<file path="config.mk">
export PLATFORM = sky130hd
export DESIGN_NAME = fetch_queue_stage_flat
export DESIGN_NICKNAME = d
export VERILOG_FILES = /design/src/rtl/fetch_queue_stage_if.sv /design/src/rtl/fetch_queue_stage.sv /design/src/flat_wrapper.sv
export SDC_FILE = /design/constraint.sdc
export NUM_CORES = 1
export LEC_CHECK = 0
export CAP_MARGIN = 20
export CORE_MARGIN = 2
export CORE_UTILIZATION = 60
export DETAILED_ROUTE_END_ITERATION = 16
export GPL_TIMING_DRIVEN = 0
export PLACE_DENSITY = 0.93
export REMOVE_ABC_BUFFERS = 1
export SETUP_SLACK_MARGIN = 0.3
export SYNTH_ARGS = -nofsm -noshare
export SYNTH_HDL_FRONTEND = slang
export SYNTH_SLANG_ARGS = --single-unit
</file>
<file path="constraint.sdc">
create_clock -name clk -period 15.6 [get_ports clk]
set_input_delay 1.56 -clock clk [delete_from_list [all_inputs] [get_ports clk]]
set_output_delay 1.56 -clock clk [all_outputs]
set_load 0.03 [all_outputs]
</file>
<file path="src/rtl/fetch_queue_stage_if.sv">
// Fetch-stage bus bundle: I-memory request/response, branch predictor lookup,
// EX redirect and the fetch-queue head presented to decode.
interface fetch_queue_stage_if #(
  parameter int XLEN   = 32,
  parameter int GHSR_W = 8,
  parameter int CNT_W  = 3
);
  logic              imem_req;
  logic [XLEN-1:0]   imem_req_addr;
  logic              imem_gnt;
  logic              imem_resp;
  logic [31:0]       imem_data;
  logic [XLEN-1:0]   bp_pc;
  logic              bp_hit;
  logic              bp_taken;
  logic [XLEN-1:0]   bp_target;
  logic [GHSR_W-1:0] bp_ghsr;
  logic              redirect_valid;
  logic [XLEN-1:0]   redirect_pc;
  logic              fq_valid;
  logic              fq_ready;
  logic [XLEN-1:0]   fq_pc;
  logic [31:0]       fq_instr;
  logic              fq_pred_taken;
  logic [XLEN-1:0]   fq_pred_target;
  logic [GHSR_W-1:0] fq_ghsr;
  logic [CNT_W-1:0]  fq_count;

  modport master (
    output imem_req, imem_req_addr, bp_pc, fq_valid, fq_pc, fq_instr,
           fq_pred_taken, fq_pred_target, fq_ghsr, fq_count,
    input  imem_gnt, imem_resp, imem_data, bp_hit, bp_taken, bp_target,
           bp_ghsr, redirect_valid, redirect_pc, fq_ready
  );

  modport slave (
    input  imem_req, imem_req_addr, bp_pc, fq_valid, fq_pc, fq_instr,
           fq_pred_taken, fq_pred_target, fq_ghsr, fq_count,
    output imem_gnt, imem_resp, imem_data, bp_hit, bp_taken, bp_target,
           bp_ghsr, redirect_valid, redirect_pc, fq_ready
  );
endinterface

</file>
<file path="src/rtl/fetch_queue_stage.sv">
// Credit-based fetch stage: PC generation, pipelined I-mem requests tagged with
// predictions, and a fetch queue with redirect drain. FETCH_FQ_BYPASS_EN enables empty-queue bypass.
module fetch_queue_stage #(
  parameter int              XLEN            = 32,
  parameter int              FQ_DEPTH        = 4,
  parameter int              MAX_OUTSTANDING = 2,
  parameter int              GHSR_W          = 8,
  parameter logic [XLEN-1:0] PC_INIT         = '0
) (
  input  logic               clk,
  input  logic               reset_n,
  fetch_queue_stage_if.master bus
);
  localparam int CNT_W  = $clog2(FQ_DEPTH + 1);
  localparam int PTR_W  = $clog2(FQ_DEPTH);
  localparam int OUT_W  = $clog2(MAX_OUTSTANDING + 1);
  localparam int MPTR_W = (MAX_OUTSTANDING > 1) ? $clog2(MAX_OUTSTANDING) : 1;
  localparam int META_W = 2 * XLEN + 1 + GHSR_W;
  localparam int ENT_W  = META_W + 32;

  logic [XLEN-1:0]   pc_reg;
  logic [OUT_W-1:0]  outstanding;
  logic [OUT_W-1:0]  drop_cnt;
  logic [META_W-1:0] meta_mem [MAX_OUTSTANDING];
  logic [MPTR_W-1:0] meta_wr;
  logic [MPTR_W-1:0] meta_rd;
  logic [ENT_W-1:0]  fq_mem [FQ_DEPTH];
  logic [PTR_W-1:0]  fq_wr;
  logic [PTR_W-1:0]  fq_rd;
  logic [CNT_W-1:0]  fq_cnt;

  logic              pred_taken;
  logic              req;
  logic              grant;
  logic              resp_vld;
  logic              keep;
  logic              head_valid;
  logic              bypass;
  logic              fq_push;
  logic              fq_pop;
  logic [ENT_W-1:0]  resp_ent;
  logic [ENT_W-1:0]  out_ent;

  function automatic logic [MPTR_W-1:0] mptr_inc(input logic [MPTR_W-1:0] p);
    return (p == MPTR_W'(MAX_OUTSTANDING - 1)) ? '0 : p + MPTR_W'(1);
  endfunction

  // Credits count in-flight requests against free queue slots, so a response always has room.
  assign pred_taken = bus.bp_hit & bus.bp_taken;
  assign req        = reset_n & ~bus.redirect_valid
                    & (32'(outstanding) < MAX_OUTSTANDING)
                    & ((32'(outstanding) + 32'(fq_cnt)) < FQ_DEPTH);
  assign grant      = req & bus.imem_gnt;
  assign resp_vld   = bus.imem_resp & (outstanding != '0);
  assign keep       = resp_vld & (drop_cnt == '0) & ~bus.redirect_valid;
  assign head_valid = (fq_cnt != '0);
  assign resp_ent   = {meta_mem[meta_rd], bus.imem_data};

`ifdef FETCH_FQ_BYPASS_EN
  assign bypass = keep & ~head_valid & bus.fq_ready;
`else
  assign bypass = 1'b0;
`endif

  assign fq_push = keep & ~bypass;
  assign fq_pop  = head_valid & bus.fq_ready;
  assign out_ent = bypass ? resp_ent : (head_valid ? fq_mem[fq_rd] : '0);

  assign bus.imem_req      = req;
  assign bus.imem_req_addr = pc_reg;
  assign bus.bp_pc         = pc_reg;
  assign bus.fq_valid      = head_valid | bypass;
  assign bus.fq_count      = fq_cnt;
  assign {bus.fq_pc, bus.fq_pred_taken, bus.fq_pred_target, bus.fq_ghsr, bus.fq_instr} = out_ent;

  always_ff @(posedge clk or negedge reset_n) begin
    if (!reset_n) begin
      pc_reg      <= PC_INIT;
      outstanding <= '0;
      drop_cnt    <= '0;
      meta_wr     <= '0;
      meta_rd     <= '0;
      fq_wr       <= '0;
      fq_rd       <= '0;
      fq_cnt      <= '0;
    end else begin
      outstanding <= outstanding + OUT_W'(grant) - OUT_W'(resp_vld);
      if (grant)    meta_wr <= mptr_inc(meta_wr);
      if (resp_vld) meta_rd <= mptr_inc(meta_rd);
      if (bus.redirect_valid) begin
        // Everything still in flight belongs to the wrong path.
        pc_reg   <= bus.redirect_pc;
        fq_wr    <= '0;
        fq_rd    <= '0;
        fq_cnt   <= '0;
        drop_cnt <= outstanding - OUT_W'(resp_vld);
      end else begin
        if (grant) pc_reg <= pred_taken ? bus.bp_target : pc_reg + XLEN'(4);
        if (resp_vld && drop_cnt != '0) drop_cnt <= drop_cnt - OUT_W'(1);
        if (fq_push) fq_wr <= fq_wr + PTR_W'(1);
        if (fq_pop)  fq_rd <= fq_rd + PTR_W'(1);
        fq_cnt <= fq_cnt + CNT_W'(fq_push) - CNT_W'(fq_pop);
      end
    end
  end

  always_ff @(posedge clk) begin
    if (grant)   meta_mem[meta_wr] <= {pc_reg, pred_taken, bus.bp_target, bus.bp_ghsr};
    if (fq_push) fq_mem[fq_wr]     <= resp_ent;
  end
endmodule

</file>
<file path="src/flat_wrapper.sv">
// flat-port wrapper written by rule: the top's interface ports become plain ports
module fetch_queue_stage_flat 
#(
  parameter int              XLEN            = 32,
  parameter int              FQ_DEPTH        = 4,
  parameter int              MAX_OUTSTANDING = 2,
  parameter int              GHSR_W          = 8,
  parameter logic [XLEN-1:0] PC_INIT         = '0
)
  (clk, reset_n, bus_imem_req, bus_imem_req_addr, bus_bp_pc, bus_fq_valid, bus_fq_pc, bus_fq_instr, bus_fq_pred_taken, bus_fq_pred_target, bus_fq_ghsr, bus_fq_count, bus_imem_gnt, bus_imem_resp, bus_imem_data, bus_bp_hit, bus_bp_taken, bus_bp_target, bus_bp_ghsr, bus_redirect_valid, bus_redirect_pc, bus_fq_ready);
  fetch_queue_stage_if #(.XLEN(XLEN), .GHSR_W(GHSR_W), .CNT_W(($clog2(FQ_DEPTH + 1)))) bus_i ();
  input  logic clk;
  input  logic reset_n;
  output wire logic [$bits(bus_i.imem_req)-1:0] bus_imem_req;
  output wire logic [$bits(bus_i.imem_req_addr)-1:0] bus_imem_req_addr;
  output wire logic [$bits(bus_i.bp_pc)-1:0] bus_bp_pc;
  output wire logic [$bits(bus_i.fq_valid)-1:0] bus_fq_valid;
  output wire logic [$bits(bus_i.fq_pc)-1:0] bus_fq_pc;
  output wire logic [$bits(bus_i.fq_instr)-1:0] bus_fq_instr;
  output wire logic [$bits(bus_i.fq_pred_taken)-1:0] bus_fq_pred_taken;
  output wire logic [$bits(bus_i.fq_pred_target)-1:0] bus_fq_pred_target;
  output wire logic [$bits(bus_i.fq_ghsr)-1:0] bus_fq_ghsr;
  output wire logic [$bits(bus_i.fq_count)-1:0] bus_fq_count;
  input wire logic [$bits(bus_i.imem_gnt)-1:0] bus_imem_gnt;
  input wire logic [$bits(bus_i.imem_resp)-1:0] bus_imem_resp;
  input wire logic [$bits(bus_i.imem_data)-1:0] bus_imem_data;
  input wire logic [$bits(bus_i.bp_hit)-1:0] bus_bp_hit;
  input wire logic [$bits(bus_i.bp_taken)-1:0] bus_bp_taken;
  input wire logic [$bits(bus_i.bp_target)-1:0] bus_bp_target;
  input wire logic [$bits(bus_i.bp_ghsr)-1:0] bus_bp_ghsr;
  input wire logic [$bits(bus_i.redirect_valid)-1:0] bus_redirect_valid;
  input wire logic [$bits(bus_i.redirect_pc)-1:0] bus_redirect_pc;
  input wire logic [$bits(bus_i.fq_ready)-1:0] bus_fq_ready;
  assign bus_imem_req = bus_i.imem_req;
  assign bus_imem_req_addr = bus_i.imem_req_addr;
  assign bus_bp_pc = bus_i.bp_pc;
  assign bus_fq_valid = bus_i.fq_valid;
  assign bus_fq_pc = bus_i.fq_pc;
  assign bus_fq_instr = bus_i.fq_instr;
  assign bus_fq_pred_taken = bus_i.fq_pred_taken;
  assign bus_fq_pred_target = bus_i.fq_pred_target;
  assign bus_fq_ghsr = bus_i.fq_ghsr;
  assign bus_fq_count = bus_i.fq_count;
  assign bus_i.imem_gnt = bus_imem_gnt;
  assign bus_i.imem_resp = bus_imem_resp;
  assign bus_i.imem_data = bus_imem_data;
  assign bus_i.bp_hit = bus_bp_hit;
  assign bus_i.bp_taken = bus_bp_taken;
  assign bus_i.bp_target = bus_bp_target;
  assign bus_i.bp_ghsr = bus_bp_ghsr;
  assign bus_i.redirect_valid = bus_redirect_valid;
  assign bus_i.redirect_pc = bus_redirect_pc;
  assign bus_i.fq_ready = bus_fq_ready;
  fetch_queue_stage #(.XLEN(XLEN), .FQ_DEPTH(FQ_DEPTH), .MAX_OUTSTANDING(MAX_OUTSTANDING), .GHSR_W(GHSR_W), .PC_INIT(PC_INIT)) u_core (.clk(clk), .reset_n(reset_n), .bus(bus_i));
endmodule
</file>
Yosys cells after proc, flatten, opt, wreduce, memory -nomap -nowiden --
Memory sizes are Yosys's and may differ from the RTL's. Index checks and enable logic that the tools add are counted.
Storage, ports and cells: register bits 45, bits in writable memories 566, output and inout bits 174, memories 2
Cells by class: add/sub/neg operators 12, magnitude comparators 2, multiplexer cells 17, bitwise gates (word level) 10, reductions and logical operators 9
Memory list:
- u_core.fq_mem | words 4, bits a word 105, read ports 1, clocked after memory_dff 0, wr ports 1, RTL line fetch_queue_stage.sv:27 | logic [ENT_W-1:0] fq_mem [FQ_DEPTH];
- u_core.meta_mem | words 2, bits a word 73, read ports 1, clocked after memory_dff 0, wr ports 1, RTL line fetch_queue_stage.sv:24 | logic [META_W-1:0] meta_mem [MAX_OUTSTANDING];
Operators with widths (number):
- two-way mux 105 bit | 1
- two-way mux 32 bit | 3
- adder 32 x 3 -> 32 bit, second input constant | 1
- < comparator 32 x 3 -> 1 bit, second input constant | 1
- two-way mux 2 bit | 6
- nonzero test 2 bit | 6
- AND 1 bit | 9
- two-way mux 1 bit | 6
- adder 2 x 1 -> 2 bit, second input constant | 2
- adder 2 x 3 -> 4 bit | 1
- subtractor 2 x 1 -> 2 bit | 2
- adder 3 x 1 -> 3 bit | 1
- two-way mux 3 bit | 1
- nonzero test 3 bit | 1
- subtractor 3 x 1 -> 3 bit | 1
- adder 1 bit, second input constant | 2
- adder 2 x 1 -> 2 bit | 1
- logical NOT 2 bit | 1
- < comparator 2 bit, second input constant | 1
- subtractor 2 x 1 -> 2 bit, second input constant | 1
- logical AND 1 bit | 1
- NOT 1 bit | 1

Longest topological paths before layout --
depth after elaboration 7, mapped depth 11

Least setup slack after synthesis --
No wires, ideal clock.
path kind input to register, start point in bus_redirect_valid, end point mem u_core.meta_mem[0][0] (netlist bit), enable pin, arrival time 5.520 ns, required time 15.095 ns, setup slack 9.575 ns, stages 5, path buffers 2, cell sequence nor4_1 > nand4_1 > clkbuf_1 > clkbuf_1 > nor2_1
On the way: longest elaborated chain between the ends 7
Ends and longest elaborated chain:
- from (decl) | RTL line flat_wrapper.sv:31 | input wire logic [$bits(bus_i.redirect_valid)-1:0] bus_redirect_valid;
- NOT 1 bit | RTL line fetch_queue_stage.sv:50 | assign req = reset_n & ~bus.redirect_valid
- AND 1 bit | RTL line fetch_queue_stage.sv:50
- AND 1 bit | RTL line fetch_queue_stage.sv:51 | & (32'(outstanding) < MAX_OUTSTANDING)
- AND 1 bit | RTL line fetch_queue_stage.sv:52 | & ((32'(outstanding) + 32'(fq_cnt)) < FQ_DEPTH);
- AND 1 bit | RTL line fetch_queue_stage.sv:53 | assign grant = req & bus.imem_gnt;
- two-way mux 1 bit | RTL line fetch_queue_stage.sv:108 | if (grant) meta_mem[meta_wr] <= {pc_reg, pred_taken, bus.bp_target, bus.bp_ghsr};
- two-way mux 1 bit (implied by the code) | RTL line fetch_queue_stage.sv:108
- to (decl) | RTL line fetch_queue_stage.sv:24
Every way passes these cells.

Final worst setup path --
start point reg u_core.fq_rd[0], end point out bus_fq_instr[23]
On the way: longest elaborated chain between the ends 2
Ends and longest elaborated chain:
- from (decl) | RTL line fetch_queue_stage.sv:29 | logic [PTR_W-1:0] fq_rd;
- from (signal assigned) | RTL line fetch_queue_stage.sv:101 | if (fq_pop) fq_rd <= fq_rd + PTR_W'(1);
- memory read (4 x 105 bit)
- two-way mux 105 bit | RTL line fetch_queue_stage.sv:67 | assign out_ent = bypass ? resp_ent : (head_valid ? fq_mem[fq_rd] : '0);
- to (decl) | RTL line flat_wrapper.sv:19 | output wire logic [$bits(bus_i.fq_instr)-1:0] bus_fq_instr;
Every way passes these cells.

==> impl_results.rst <==
.. list-table::
   :header-rows: 1

   * - Metric
     - Value
   * - Fraction of layout instances using a drive strength above 1
     - 19.6%
   * - Maximum number of pins on one net before global-route repair
     - 72
   * - Core footprint
     - about 40000 um^2
   * - First DRT Iteration DRCs
     - ~1100
   * - CP Max Fanout
     - 36
   * - Total area of sequential cells
     - between 15000 and 20000 um^2
   * - Primary FF master, synth
     - edfxtp_1
   * - Adder-cell share of the synthesized area
     - 0.596%
   * - Critical path type
     - flop to output port
   * - Dpl hpwl
     - ~34000 um
   * - Combinational family with the most area after synthesis
     - multiplexers
   * - Die area
     - 42200 um^2
   * - Number of buffers inserted by port buffering
     - between 200 and 300
   * - Count of pins on the block boundary
     - approximately 290
   * - Fin worst setup slack
     - around 10 ns
   * - Max-slew violation count
     - 0
   * - Std cell rows
     - 73
   * - Final weighted congestion of routability-driven global placement
     - 0.754
   * - Cell area after technology mapping
     - 24400 um^2
   * - # DRC
     - 0
   * - Max frequency
     - 0.196 GHz
   * - Post-cts repair resize count
     - 0
   * - Via count of the routed design
     - 13200
   * - NumNets Final
     - around 1700
   * - Clock buffer count from CTS
     - between 50 and 60
   * - Unrepaired setup endpoints after global routing
     - false
   * - Critical path launch point type
     - flop
   * - Die X-Extent
     - a little over 200 um
   * - Number of different library cells in the post-synthesis netlist
     - 59
   * - Number of buffers on the longest clock path
     - 3
   * - Flip-flop and latch count after synthesis
     - 611
   * - Part of the cycle the worst path needs
     - 32.8%
   * - Total number of H-tree levels
     - 2
   * - Layout Cells excl Fill
     - 2140
   * - Average routed wire per standard cell
     - 26.0 um
   * - CP Capture Type
     - output port
   * - Reg2reg path depth
     - 5
   * - Most frequent cells in the layout
     - edfxtp_1, clkdlybuf4s50_1, and2_1, mux4_2, mux2_2
   * - Initial antenna violation count
     - 6
   * - Worst slack at placement
     - 10.56 ns
   * - Global-route wire length before repair
     - a little over 80000 um
   * - Number of inserted filler cells in the final layout
     - 2262
   * - Post-synthesis async set-or-reset flop share
     - 7.36%
   * - Required time at the worst-slack endpoint
     - between 10 and 15 ns
   * - Initial core utilization
     - 61.0%
   * - Vertical die dimension
     - approximately 210 um
   * - Final ANT Viol Nets
     - 0
   * - CTS tree
     - built
   * - Area post-placement
     - between 20000 and 30000 um^2
   * - R2r setup slk
     - 12.57 ns
   * - 1st-pass router iterations
     - 9
   * - Combined global-route utilization of all metal layers
     - 26.9%
   * - Synthesized-area fraction occupied by ao, oa, aoi and oai cells
     - about 2.6%
   * - Area used by multi-input combinational logic
     - approximately 5700 um^2
   * - Simple-gate portion of the synthesized area
     - 5.89%
   * - Aggregate negative setup slack
     - 0 ns
   * - Count of hold buffers inserted by post-cts repair
     - 0
   * - Reported leakage power
     - 9.72 nW
   * - Fraction of the yosys area taken by sequential cells
     - 74.4%
   * - Leading cell type in the layout, fill and taps excluded
     - edfxtp_1
   * - DR vias/cell
     - 6.18
   * - Worst clock skew
     - 0.0199 ns
   * - Hold Violations, Final
     - 0
   * - Area of all placed cells without fillers
     - 29900 um^2
   * - Transition at the pin with the smallest max-transition slack
     - ~1.0 ns
   * - Worst relative slew slack
     - ~32%
   * - Total power density per cell area
     - 171 nW/um^2
   * - Mean Syn Cell Area
     - 18.9 um^2
   * - Number of maximum-capacitance violations
     - 0
   * - Cell count of the worst hold path
     - 0
   * - Buffers inserted during post-CTS setup optimization
     - 0
   * - Root Buffer Master
     - clkbuf_16
   * - Outcome
     - finished clean
   * - Ys Warns
     - 0
   * - Final wirelength
     - approximately 56000 um
   * - Number of global-route vias before repair
     - 13800
   * - Synth Area in XOR/XNOR
     - 0.755%
   * - Worst hold-check path type
     - flop to flop
   * - Largest vdd supply drop
     - 177 uV
   * - Number of standard cells after synthesis
     - 1287
   * - Post-layout min period
     - 5.11 ns
   * - Data arrival time of the critical path
     - 3.55 ns
   * - Multiplexer share of the synthesized area
     - 13.5%
   * - TritonCTS sink count
     - 611
   * - Clock Pin Slew Worst Setup and Hold Paths
     - 0.06 ns
   * - Clock latency of the later-clocked register in the worst-skew pair
     - 0.62 ns
   * - EDFF count, synth
     - 566
   * - Count of endpoints failing setup in the final report
     - 0
   * - Placed Instances
     - slightly above 2000
   * - Final global-route overflow total
     - 0
   * - Growth of design area from synthesis to finish
     - 22.7%
-- flip-flops by register name, indices dropped and copies added, names as in the netlist --
signal               cells
u_core.meta_wr           1
u_core.fq_mem          420
u_core.fq_rd             2
u_core.meta_mem        146
u_core.drop_cnt          2
u_core.fq_wr             2
u_core.bus.bp_pc        32
u_core.bus.fq_count      3
u_core.outstanding       2
u_core.meta_rd           1
-- worst paths after layout --
kind | startpoint | to
hold reg to reg | u_core.bus.bp_pc[1]$_DFFE_PN0P_ | u_core.meta_mem[0][42]$_DFFE_PP_
setup reg to reg | u_core.bus.fq_count[1]$_DFF_PN0_ | u_core.meta_mem[1][58]$_DFFE_PP_
min in group asynchronous | reset_n | u_core.bus.bp_pc[1]$_DFFE_PN0P_
setup / recovery | u_core.fq_rd[0]$_DFFE_PN0P_ | bus_fq_instr[23]
max in group asynchronous | reset_n | u_core.meta_rd$_DFFE_PN0P_
hold / removal | u_core.bus.bp_pc[1]$_DFFE_PN0P_ | u_core.meta_mem[0][42]$_DFFE_PP_
-- worst max-delay path: stages, from the launching register on --
cell	delay (ns)
dfrtp_4	0.63
buf_16	0.30
buf_16	0.30
buf_16	0.30
mux4_2	0.57
and2_1	0.19
clkdlybuf4s50_1	0.59
-- kinds of logic after synthesis --
| kind of cell | Yosys count |
|---|---|
| flip-flops | 611 |
| AND/OR/NAND/NOR | 250 |
| multiplexers | 187 |
| buffers and inverters | 110 |
| AO/OA/AOI/OAI | 97 |
| XOR/XNOR | 21 |
| adder cells (fa/ha/maj) | 11 |
-- where the power goes --
| part | switching [mW] | internal [mW] | total [mW] |
|---|---|---|---|
| Sequential | 0.104 | 1.93 | 2.04 |
| Clock | 0.599 | 0.786 | 1.38 |
| Combinational | 0.937 | 0.753 | 1.69 |
-- layout make-up --
type	instances	share of cell area [%]
Antenna cell	5	0.0419
Clock buffer	66	5.10
Clock inverter	43	1.26
Inverter	15	0.188
Multi-Input combinational cell	566	19.1
Sequential cell	611	60.7
Tap cell	525	2.20
Timing Repair Buffer	309	11.4
-- metal layers --
| layer | vias to the layer above | routed length, um | share of wire (%) | GRT usage (%) |
|---|---|---|---|---|
| met1 | 6823 | 21200 | 38 | 35.6 |
| li1 | 5629 | - | - | - |
| met3 | 117 | 3990 | 7.2 | 4.88 |
| met2 | 653 | 28800 | 52 | 45.5 |
| met5 | - | 27 | 0.048 | 0 |
| met4 | 4 | 1640 | 2.9 | 9.48 |
-- synth_stat cells, types with 4 or more instances --
library cell	n	area [um^2]
edfxtp_1	566	17000
and2_1	111	694
mux4_2	105	2360
mux2_2	73	822
clkbuf_1	47	176
dfrtp_1	45	1130
nor2_1	38	143
buf_4	32	240
nand2_1	32	120
a21oi_1	29	145
nand3_1	18	90.1
inv_1	15	56.3
o21ai_1	15	75.1
xnor2_1	15	131
buf_2	13	65.1
and3_1	10	62.6
ha_1	10	125
mux2i_1	9	90.1
nand4_1	8	50.1
a211o_1	6	52.6
nor3_1	6	30.0
o22ai_1	6	37.5
xor2_1	6	52.6
o21ai_0	5	25.0
o221ai_1	5	43.8
nor3b_1	4	30.0
nor4_1	4	25.0
-- stage by stage --
stage	hold slack [ns]	utilization, %	total power [mW]
finish	0.554	74.9	5.11
floorplan	0.460	-	3.08
CTS	0.557	74.8	5.15
global placement	0.473	68.6	3.77
global route	0.574	74.9	5.28
detailed placement	0.530	70.0	3.76
Power figures use the tool's default switching activity.
